===== config.mk =====
export PLATFORM = sky130hd
export DESIGN_NAME = be_serial_adder
export DESIGN_NICKNAME = d
export VERILOG_FILES = /design/src/rtl/be_pkg.sv /design/src/rtl/be_digit_add.sv /design/src/rtl/be_serial_adder.sv
export SDC_FILE = /design/constraint.sdc
export NUM_CORES = 1
export LEC_CHECK = 0
export CAP_MARGIN = 25
export CORE_ASPECT_RATIO = 2
export CORE_MARGIN = 2
export CORE_UTILIZATION = 35
export DETAILED_ROUTE_END_ITERATION = 8
export PLACE_DENSITY_LB_ADDON = 0.1
export SLEW_MARGIN = 15
export SYNTH_ARGS = -nofsm -noshare
export SYNTH_HDL_FRONTEND = slang
export SYNTH_SLANG_ARGS = --single-unit

===== constraint.sdc =====
create_clock -name clk -period 2.2 [get_ports clk]
set_input_delay 0.22 -clock clk [delete_from_list [all_inputs] [get_ports clk]]
set_output_delay 0.22 -clock clk [all_outputs]
set_load 0.02 [all_outputs]

===== src/rtl/be_pkg.sv =====
// Shared types and constants for the digit-serial adder/subtractor.
package be_pkg;

   typedef enum logic [1:0] {StIdle, StRun, StDone} be_state_e;

   localparam int unsigned DefWidth = 8;
   localparam int unsigned DefDigit = 1;

   // Width of a counter spanning n digit steps, never less than one bit.
   function automatic int unsigned cnt_width(input int unsigned n);
      if (n <= 1) return 1;
      return $clog2(n);
   endfunction

endpackage


===== src/rtl/be_digit_add.sv =====
// Combinational DIGIT-bit ripple of full-adder cells.
module be_digit_add #(
   parameter int unsigned DIGIT = 1
) (
   input  logic [DIGIT-1:0] a,
   input  logic [DIGIT-1:0] b,
   input  logic             ci,
   output logic [DIGIT-1:0] s,
   output logic             co,
   output logic             c_msb_in
);

   logic [DIGIT:0] c;

   assign c[0] = ci;

   for (genvar i = 0; i < DIGIT; i++) begin : g_fa
      assign s[i]   = a[i] ^ b[i] ^ c[i];
      assign c[i+1] = (a[i] & b[i]) | (c[i] & (a[i] ^ b[i]));
   end

   assign co       = c[DIGIT];
   assign c_msb_in = c[DIGIT-1];

endmodule


===== src/rtl/be_serial_adder.sv =====
// Digit-serial WIDTH-bit adder/subtractor with start/busy/done handshake.
// Optional signed-overflow output Ov is built when BE_SERIAL_OVF_EN is defined.
module be_serial_adder
   import be_pkg::*;
#(
   parameter int unsigned WIDTH = DefWidth,
   parameter int unsigned DIGIT = DefDigit
) (
   input  logic             clk,
   input  logic             rst_n,
   input  logic             start,
   input  logic             Sub,
   input  logic [WIDTH-1:0] A,
   input  logic [WIDTH-1:0] B,
   input  logic             Ci,
   output logic             busy,
   output logic             done,
   output logic [WIDTH-1:0] S,
   output logic             Co
`ifdef BE_SERIAL_OVF_EN
   ,
   output logic             Ov
`endif
);

   if (DIGIT < 1 || DIGIT > WIDTH || (WIDTH % DIGIT) != 0) begin : g_bad_params
      $error("be_serial_adder: DIGIT must divide WIDTH and lie in 1..WIDTH");
   end

   localparam int unsigned N  = WIDTH / DIGIT;
   localparam int unsigned CW = cnt_width(N);

   be_state_e        state_q, state_d;
   logic [CW-1:0]    cnt_q;
   logic [WIDTH-1:0] a_q, b_q, acc_q, s_q;
   logic             carry_q, co_q;
   logic             load, last;

   logic [DIGIT-1:0] dsum;
   logic             dco, dmsb;
   logic [WIDTH-1:0] dsum_ext, acc_next;

   be_digit_add #(
      .DIGIT (DIGIT)
   ) u_digit_add (
      .a        (a_q[DIGIT-1:0]),
      .b        (b_q[DIGIT-1:0]),
      .ci       (carry_q),
      .s        (dsum),
      .co       (dco),
      .c_msb_in (dmsb)
   );

   // New digit enters at the MSB end; after N steps acc holds the full sum.
   assign dsum_ext = WIDTH'(dsum) << (WIDTH - DIGIT);
   assign acc_next = (acc_q >> DIGIT) | dsum_ext;

   assign load = start && (state_q != StRun);
   assign last = (state_q == StRun) && (cnt_q == CW'(N - 1));

   always_ff @(posedge clk or negedge rst_n) begin
      if (!rst_n) state_q <= StIdle;
      else        state_q <= state_d;
   end

   always_comb begin
      state_d = state_q;
      unique case (state_q)
         StIdle, StDone: if (start) state_d = StRun;
                         else       state_d = StIdle;
         StRun:          if (last)  state_d = StDone;
         default:        state_d = StIdle;
      endcase
   end

   always_comb begin
      busy = (state_q == StRun);
      done = (state_q == StDone);
   end

   always_ff @(posedge clk or negedge rst_n) begin
      if (!rst_n) begin
         cnt_q   <= '0;
         a_q     <= '0;
         b_q     <= '0;
         acc_q   <= '0;
         carry_q <= 1'b0;
         s_q     <= '0;
         co_q    <= 1'b0;
      end else if (load) begin
         cnt_q   <= '0;
         a_q     <= A;
         b_q     <= Sub ? ~B : B;
         carry_q <= Sub ? 1'b1 : Ci;
      end else if (state_q == StRun) begin
         cnt_q   <= cnt_q + CW'(1);
         a_q     <= a_q >> DIGIT;
         b_q     <= b_q >> DIGIT;
         acc_q   <= acc_next;
         carry_q <= dco;
         if (last) begin
            s_q  <= acc_next;
            co_q <= dco;
         end
      end
   end

   assign S  = s_q;
   assign Co = co_q;

`ifdef BE_SERIAL_OVF_EN
   logic ov_q;

   // On the final step the digit MSB is bit WIDTH-1, so dmsb is the carry into it.
   always_ff @(posedge clk or negedge rst_n) begin
      if (!rst_n)    ov_q <= 1'b0;
      else if (last) ov_q <= dmsb ^ dco;
   end

   assign Ov = ov_q;
`else
   logic unused_dmsb;
   assign unused_dmsb = dmsb;
`endif

endmodule


==> results of run 1 <==
path summary, 6_finish.rpt:
check                                             from            endpoint  slack [ns]  cells past startpoint
worst max register to register    cnt_q[0]$_DFFE_PN0P_    S[1]$_DFFE_PN0P_        0.76                      4
max in group asynchronous                        rst_n    S[5]$_DFFE_PN0P_        1.64                      1
worst min-delay path                             rst_n    S[1]$_DFFE_PN0P_        0.03                      1
worst max-delay path            state_q[1]$_DFFE_PN0P_                busy        0.33                      3
worst min register to register      b_q[1]$_DFFE_PN0P_  b_q[0]$_DFFE_PN0P_        0.48                      2
min in group clk                    b_q[1]$_DFFE_PN0P_  b_q[0]$_DFFE_PN0P_        0.48                      2
synth_stat cells:
| library cell | instances |
|---|---|
| buf_2 | 5 |
| clkinv_4 | 1 |
| fa_1 | 1 |
| dfrtp_1 | 38 |
| xnor2_1 | 1 |
| nand2b_4 | 1 |
| nor2_1 | 1 |
| nor3_1 | 1 |
| mux2_4 | 9 |
| mux2i_1 | 16 |
| buf_4 | 2 |
| o21ai_1 | 6 |
| inv_1 | 2 |
| o21ai_0 | 13 |
| nand2_8 | 1 |
| buf_6 | 1 |
| xor2_1 | 7 |
| nor2b_1 | 1 |
| nand2_1 | 41 |
| a21oi_1 | 1 |
| o22ai_1 | 1 |
| ha_1 | 2 |
cells by family (layout without fill, tap and decap cells):
family,after synthesis,in the layout
simple gates,46,46
mux,25,25
buf+inv,11,44
compound gates,21,21
fa+ha+maj,3,3
xor+xnor,8,8
flops,38,38
area by class of cell:
cell class,count,area (µm²),share of cell area
well taps,57,71.3,0.0326
flip-flops and latches,38,951,0.435
multi-input cells,103,719,0.329
clock buffers,5,68.8,0.0315
repair buffers,33,320,0.146
inverters,3,16.3,0.00744
clock inverters,3,40.0,0.0183
registers in the layout (all words and copies together) (netlist names):
register  count
S             8
a_q           8
b_q           8
acc_q         7
cnt_q         3
state_q       2
Co            1
carry_q       1
critical path, cell delays in order, from the launching register on:
cell             delay, ns
dfrtp_1               0.38
nand2b_4              0.21
clkinv_4              0.15
clkdlybuf4s50_1       0.62
power groups by stage:
stage                     sequential (mW)  clock (mW)  combinational, mW
final                                1.18       0.583               1.04
after global routing                 1.22       0.644               1.17
after CTS                            1.18       0.608               1.07
after detailed placement             1.20           0               1.07
after global placement               1.18           0               1.04
after floorplan                      1.24           0              0.659
per-layer routing:
metal	share of wire	vias up
met4	0.031	0
met3	0.037	8
met2	0.51	28
met5	0	-
li1	-	560
met1	0.42	552
cells in the final DEF (no fill, tap or decap):
cell / Yosys / final
clkbuf_8: 0 / 5
xor2_1: 7 / 7
mux2i_1: 16 / 16
dfrtp_1: 38 / 38
clkinv_2: 0 / 2
fa_1: 1 / 1
a21oi_1: 1 / 1
nor2b_1: 1 / 1
o22ai_1: 1 / 1
nand2b_4: 1 / 1
buf_4: 2 / 2
buf_2: 5 / 1
o21ai_1: 6 / 6
mux2_4: 9 / 9
inv_1: 2 / 2
ha_1: 2 / 2
nand2_1: 41 / 41
nor2_1: 1 / 1
o21ai_0: 13 / 13
bufinv_16: 0 / 1
clkinv_4: 1 / 1
nor3_1: 1 / 1
xnor2_1: 1 / 1
nand2_8: 1 / 1
clkdlybuf4s50_1: 0 / 30
==> run metrics, run 1 <==
Clk pwr share=0.208; FP Rows=36; Buffers on Ports=31; setup tns final=0 ns; leading area contributor after synthesis=dfrtp_1; sequential area share after synthesis=0.547; largest net degree at the start of global routing=39; worst-path maximum fanout=15; final core utilization=0.454; TritonCTS Buffers=5; P_int=1.83 mW; Post-Synth XOR/XNOR Area=0.0403; starting DRC count in detailed routing=5; Wirelength per Cell=13.4 µm; Post-Syn Area=roughly 1700 µm²; Synth Area in Adders=0.0259; top cells by area, synth=dfrtp_1 (55%), mux2i_1 (9.2%), nand2_1 (8.9%), mux2_4 (7.8%), o21ai_0 (3.7%); Reg power frac=0.420; Hold WC Path Type=input pin to async pin; Initial DRT Pass Iterations=2; core area=about 4800 µm²; crit path time final=1.87 ns; crit start category=flip-flop; GR Overflow Total=0; placed cell areas=around 2100 µm²; post-synth cell types=22; mux share of post-synthesis cell area=0.170; Num Clock Sinks=38; final wirelength=3.24 mm; Initial Util=0.361; area fraction of the dominant cell type after synthesis=0.547; share of cells above drive strength 1=0.124; H-tree Lvls=2; Peak VDD IR=between 600 and 700 µV; combinational power share=0.372; Clock Path Buffers=2; yosys warns=0; # IOs=32; Max Freq=approximately 0.54 GHz; area of the die=5580 µm²; worst slack at placement=0.631 ns; M3 GR Usage=0.0317; Reg clk slew, reported paths=0.07 ns; Die H=between 100 and 150 µm; simple-gate portion of the synthesized area=0.117; Mapped Cells=around 150; Pwr Total=~2.8 mW; WS Path Type=flip-flop to primary output; fin nets=approximately 210; layer with the highest usage=met2; outcome=finished, final reports clean; Final Cycle Share=0.848; HPWL after DPL=~2.3 mm; fin worst setup slack=approximately 0.33 ns; Synth Area in Compound Gates=0.0612; Clock Tree Root=clkbuf_8; syn_nets=between 150 and 200; Synth Register Bits=38; Max-Cap Viols=0; Setup Skew=about 0.0048 ns; DR vias/cell=around 4.7; worst hold slack=0.0345 ns; met1 track utilization from global routing=0.167; critical path arrival=approximately 1.7 ns; first-pass GRT wire length=roughly 5.8 mm; postcts setup bufs=0; combinational family with the most area after synthesis=multiplexers; Post-Layout Inst Area=around 2200 µm²; Placer Congestion=between 0.7 and 0.8; Post-Syn Area per Cell=about 11 µm²; ANT nets after route=0; fin. max-slew vios=0; slew margin rel.=0.437; Die W=around 54 µm; initial antenna violation count=0; RSZ-0062 raised after global routing=no; crit path capture type=primary output; NetSw=0.971 mW; worst endpoint required time=just under 2 ns; # diodes=0; gr usage total=0.140; met2 Usage GRT=0.220; Finished Layout Cells=between 200 and 250; final hold vios=0; DR vias=1148; Clock Latency Late Sink=a little under 0.3 ns; power per cell area=1280 nW/µm²; Slew @ Worst Pin=approximately 0.85 ns; vias in the first global route=about 1200; area delta synth->final=25.8%; placed insts=234; post-cts resize count=0; LEAKAGE=roughly 1.1 nW; Remaining DRCs=0; Setup Viol. Count Final=0; fillcell total=between 400 and 500; TritonCTS clock tree=built; hold_buf cts=0; sw frac=0.347
(Power assumes the default switching activity.)
==> run 2: changes to the inputs <==
==> constraint.sdc (replaced) <==
create_clock -name clk -period 1.79 [get_ports clk]
set_input_delay 0.179 -clock clk [delete_from_list [all_inputs] [get_ports clk]]
set_output_delay 0.179 -clock clk [all_outputs]
set_load 0.02 [all_outputs]
==> run metrics, run 2 (synthesis gave the netlist of run 1 again) <==
Setup Skew=0.00386 ns (-0.000899 ns); Clock Latency Late Sink=0.28 ns (about the same); TritonCTS clock tree=built; leading cell type in the layout, fill and taps excluded=nand2_1; # IOs=32 (unchanged); final wirelength=3.27 mm (+0.93%); Clock Path Buffers=2 (unchanged); H-tree Lvls=2 (unchanged); Die W=53.8 µm (unchanged); crit-path leading delay family=buffers and inverters; Initial Util=0.361 (unchanged); placed insts=236 (+0.85%); CP Buf/Inv Count=1 (-1); Clk pwr share=0.183 (-0.025); sw frac=0.357 (+0.0104); worst-path maximum fanout=3 (-12); Max Freq=0.622 GHz; slew margin rel.=0.669 (+0.232); Reg power frac=0.434 (+0.014); gr usage total=0.144 (+0.00326); worst hold slack=0.469 ns (+0.435 ns); Reg clk slew, reported paths=0.07 ns (about the same); worst endpoint required time=1.61 ns (-0.37 ns); Placer Congestion=0.714 (-5.1%); combinational power share=0.384 (+0.012); Slew @ Worst Pin=0.497 ns (-0.348 ns); Finished Layout Cells=245 (+1.2%); largest net degree at the start of global routing=39 (unchanged); FP Rows=36 (unchanged); Buffers on Ports=31 (unchanged); CP cell instances=nor2b_1 > clkdlybuf4s50_1; Die H=104 µm (unchanged); Setup Viol. Count Final=0 (unchanged); Num Clock Sinks=38 (unchanged); fillcell total=465 (unchanged); setup tns final=0 ns (unchanged); Final Cycle Share=0.898; core area=4820 µm² (unchanged); Remaining DRCs=0 (unchanged); Critical Path Max Stage Delay=0.61 ns (about the same); Clock Tree Root=clkbuf_8; Wirelength per Cell=13.4 µm (-0.31%); LEAKAGE=1.06 nW (+0.40%); critical path arrival=1.43 ns (-0.22 ns); DR vias=1186 (+3.3%); area delta synth->final=26.2%; vias in the first global route=1275 (+3.8%); power per cell area=1520 nW/µm² (+19%); Hold WC Path Type=input pin to async pin; P_int=2.15 mW (+17%); NetSw=1.19 mW (+23%); # diodes=0 (unchanged); starting DRC count in detailed routing=21 (+16); HPWL after DPL=2.37 mm (+1.6%); crit start category=flip-flop; crit path time final=~1.6 ns; share of cells above drive strength 1=0.128 (+0.00334); final hold vios=0 (unchanged); DR vias/cell=4.84 (+2.0%); fin nets=211 (+1.4%); fin. max-slew vios=0 (unchanged); area of the die=5580 µm² (unchanged); CP max-delay cell=clkdlybuf4s50_1; initial antenna violation count=0 (unchanged); Initial DRT Pass Iterations=4 (+2); commonest non-fill, non-tap cells in the layout=nand2_1 (41), dfrtp_1 (38), clkdlybuf4s50_1 (29), mux2i_1 (16), o21ai_0 (13); Peak VDD IR=811 µV (+25%); ANT nets after route=0 (unchanged); WS Path Type=flip-flop to primary output; Max-Cap Viols=0 (unchanged); first-pass GRT wire length=5.95 mm (+2.2%); GR Overflow Total=0 (unchanged); crit path capture type=primary output; outcome=finished, final reports clean; TritonCTS Buffers=5 (unchanged); RSZ-0062 raised after global routing=no
run 2: repair_timing:
action,CTS,global route
resized for setup,1,0
endpoints found under the setup margin,1,0
setup buffers,0,0
hold endpoints to repair,38,0
hold buffers,1,0
run 2: final timing paths:
kind,cells after the start,end,start,slack (ns)
worst max-delay path,2,done,state_q[0]$_DFFE_PN0P_,0.18
worst min-delay path,3,S[0]$_DFFE_PN0P_,rst_n,0.47
worst max register to register,4,S[0]$_DFFE_PN0P_,cnt_q[0]$_DFFE_PN0P_,0.35
worst min register to register,2,acc_q[1]$_DFFE_PN0P_,acc_q[1]$_DFFE_PN0P_,0.48
max in group asynchronous,3,b_q[5]$_DFFE_PN0P_,rst_n,0.97
min in group clk,2,acc_q[1]$_DFFE_PN0P_,acc_q[1]$_DFFE_PN0P_,0.48
run 2: layout make-up:
cell class	instances	area, µm²	share of cell area
tap	57	71.3	0.0325
clock buffer	7	86.3	0.0394
timing repair buffer	36	344	0.157
multi-input combinational	103	719	0.328
inverter	3	16.3	0.00742
sequential	38	951	0.434
clock inverter	1	5.00	0.00228
run 2: power groups by stage:
stage | combinational [mW] | clock (mW) | sequential [mW]
final | 1.28 | 0.610 | 1.45
after global routing | 1.48 | 0.665 | 1.50
after global placement | 1.28 | 0 | 1.46
after detailed placement | 1.32 | 0 | 1.48
after floorplan | 0.809 | 0 | 1.52
after CTS | 1.31 | 0.631 | 1.46
run 2: worst min-delay path, delay by kind of cell:
| kind | cells | cell delay, ns |
|---|---|---|
| buf+inv | 3 | 1.02 |
run 2: metrics by stage:
step	area (µm²)	utilization	setup WS [ns]	power (mW)
2_1_floorplan	1740	-	0.431	2.33
3_3_place_gp	2090	0.434	0.283	2.74
3_5_place_dp	2090	0.434	0.275	2.80
4_1_cts	2190	0.455	0.154	3.40
5_1_grt	2190	0.455	0.101	3.64
6_report	2190	0.455	0.182	3.34
run 2: metal layers:
| metal | vias up | wire (µm) | share of wire | global-route usage |
|---|---|---|---|---|
| met2 | 26 | 1820 | 0.56 | 0.240 |
| met5 | - | 0 | 0 | 0 |
| met1 | 590 | 1270 | 0.39 | 0.164 |
| met4 | 0 | 51 | 0.016 | 0.0604 |
| li1 | 566 | - | - | - |
| met3 | 4 | 130 | 0.040 | 0.0360 |
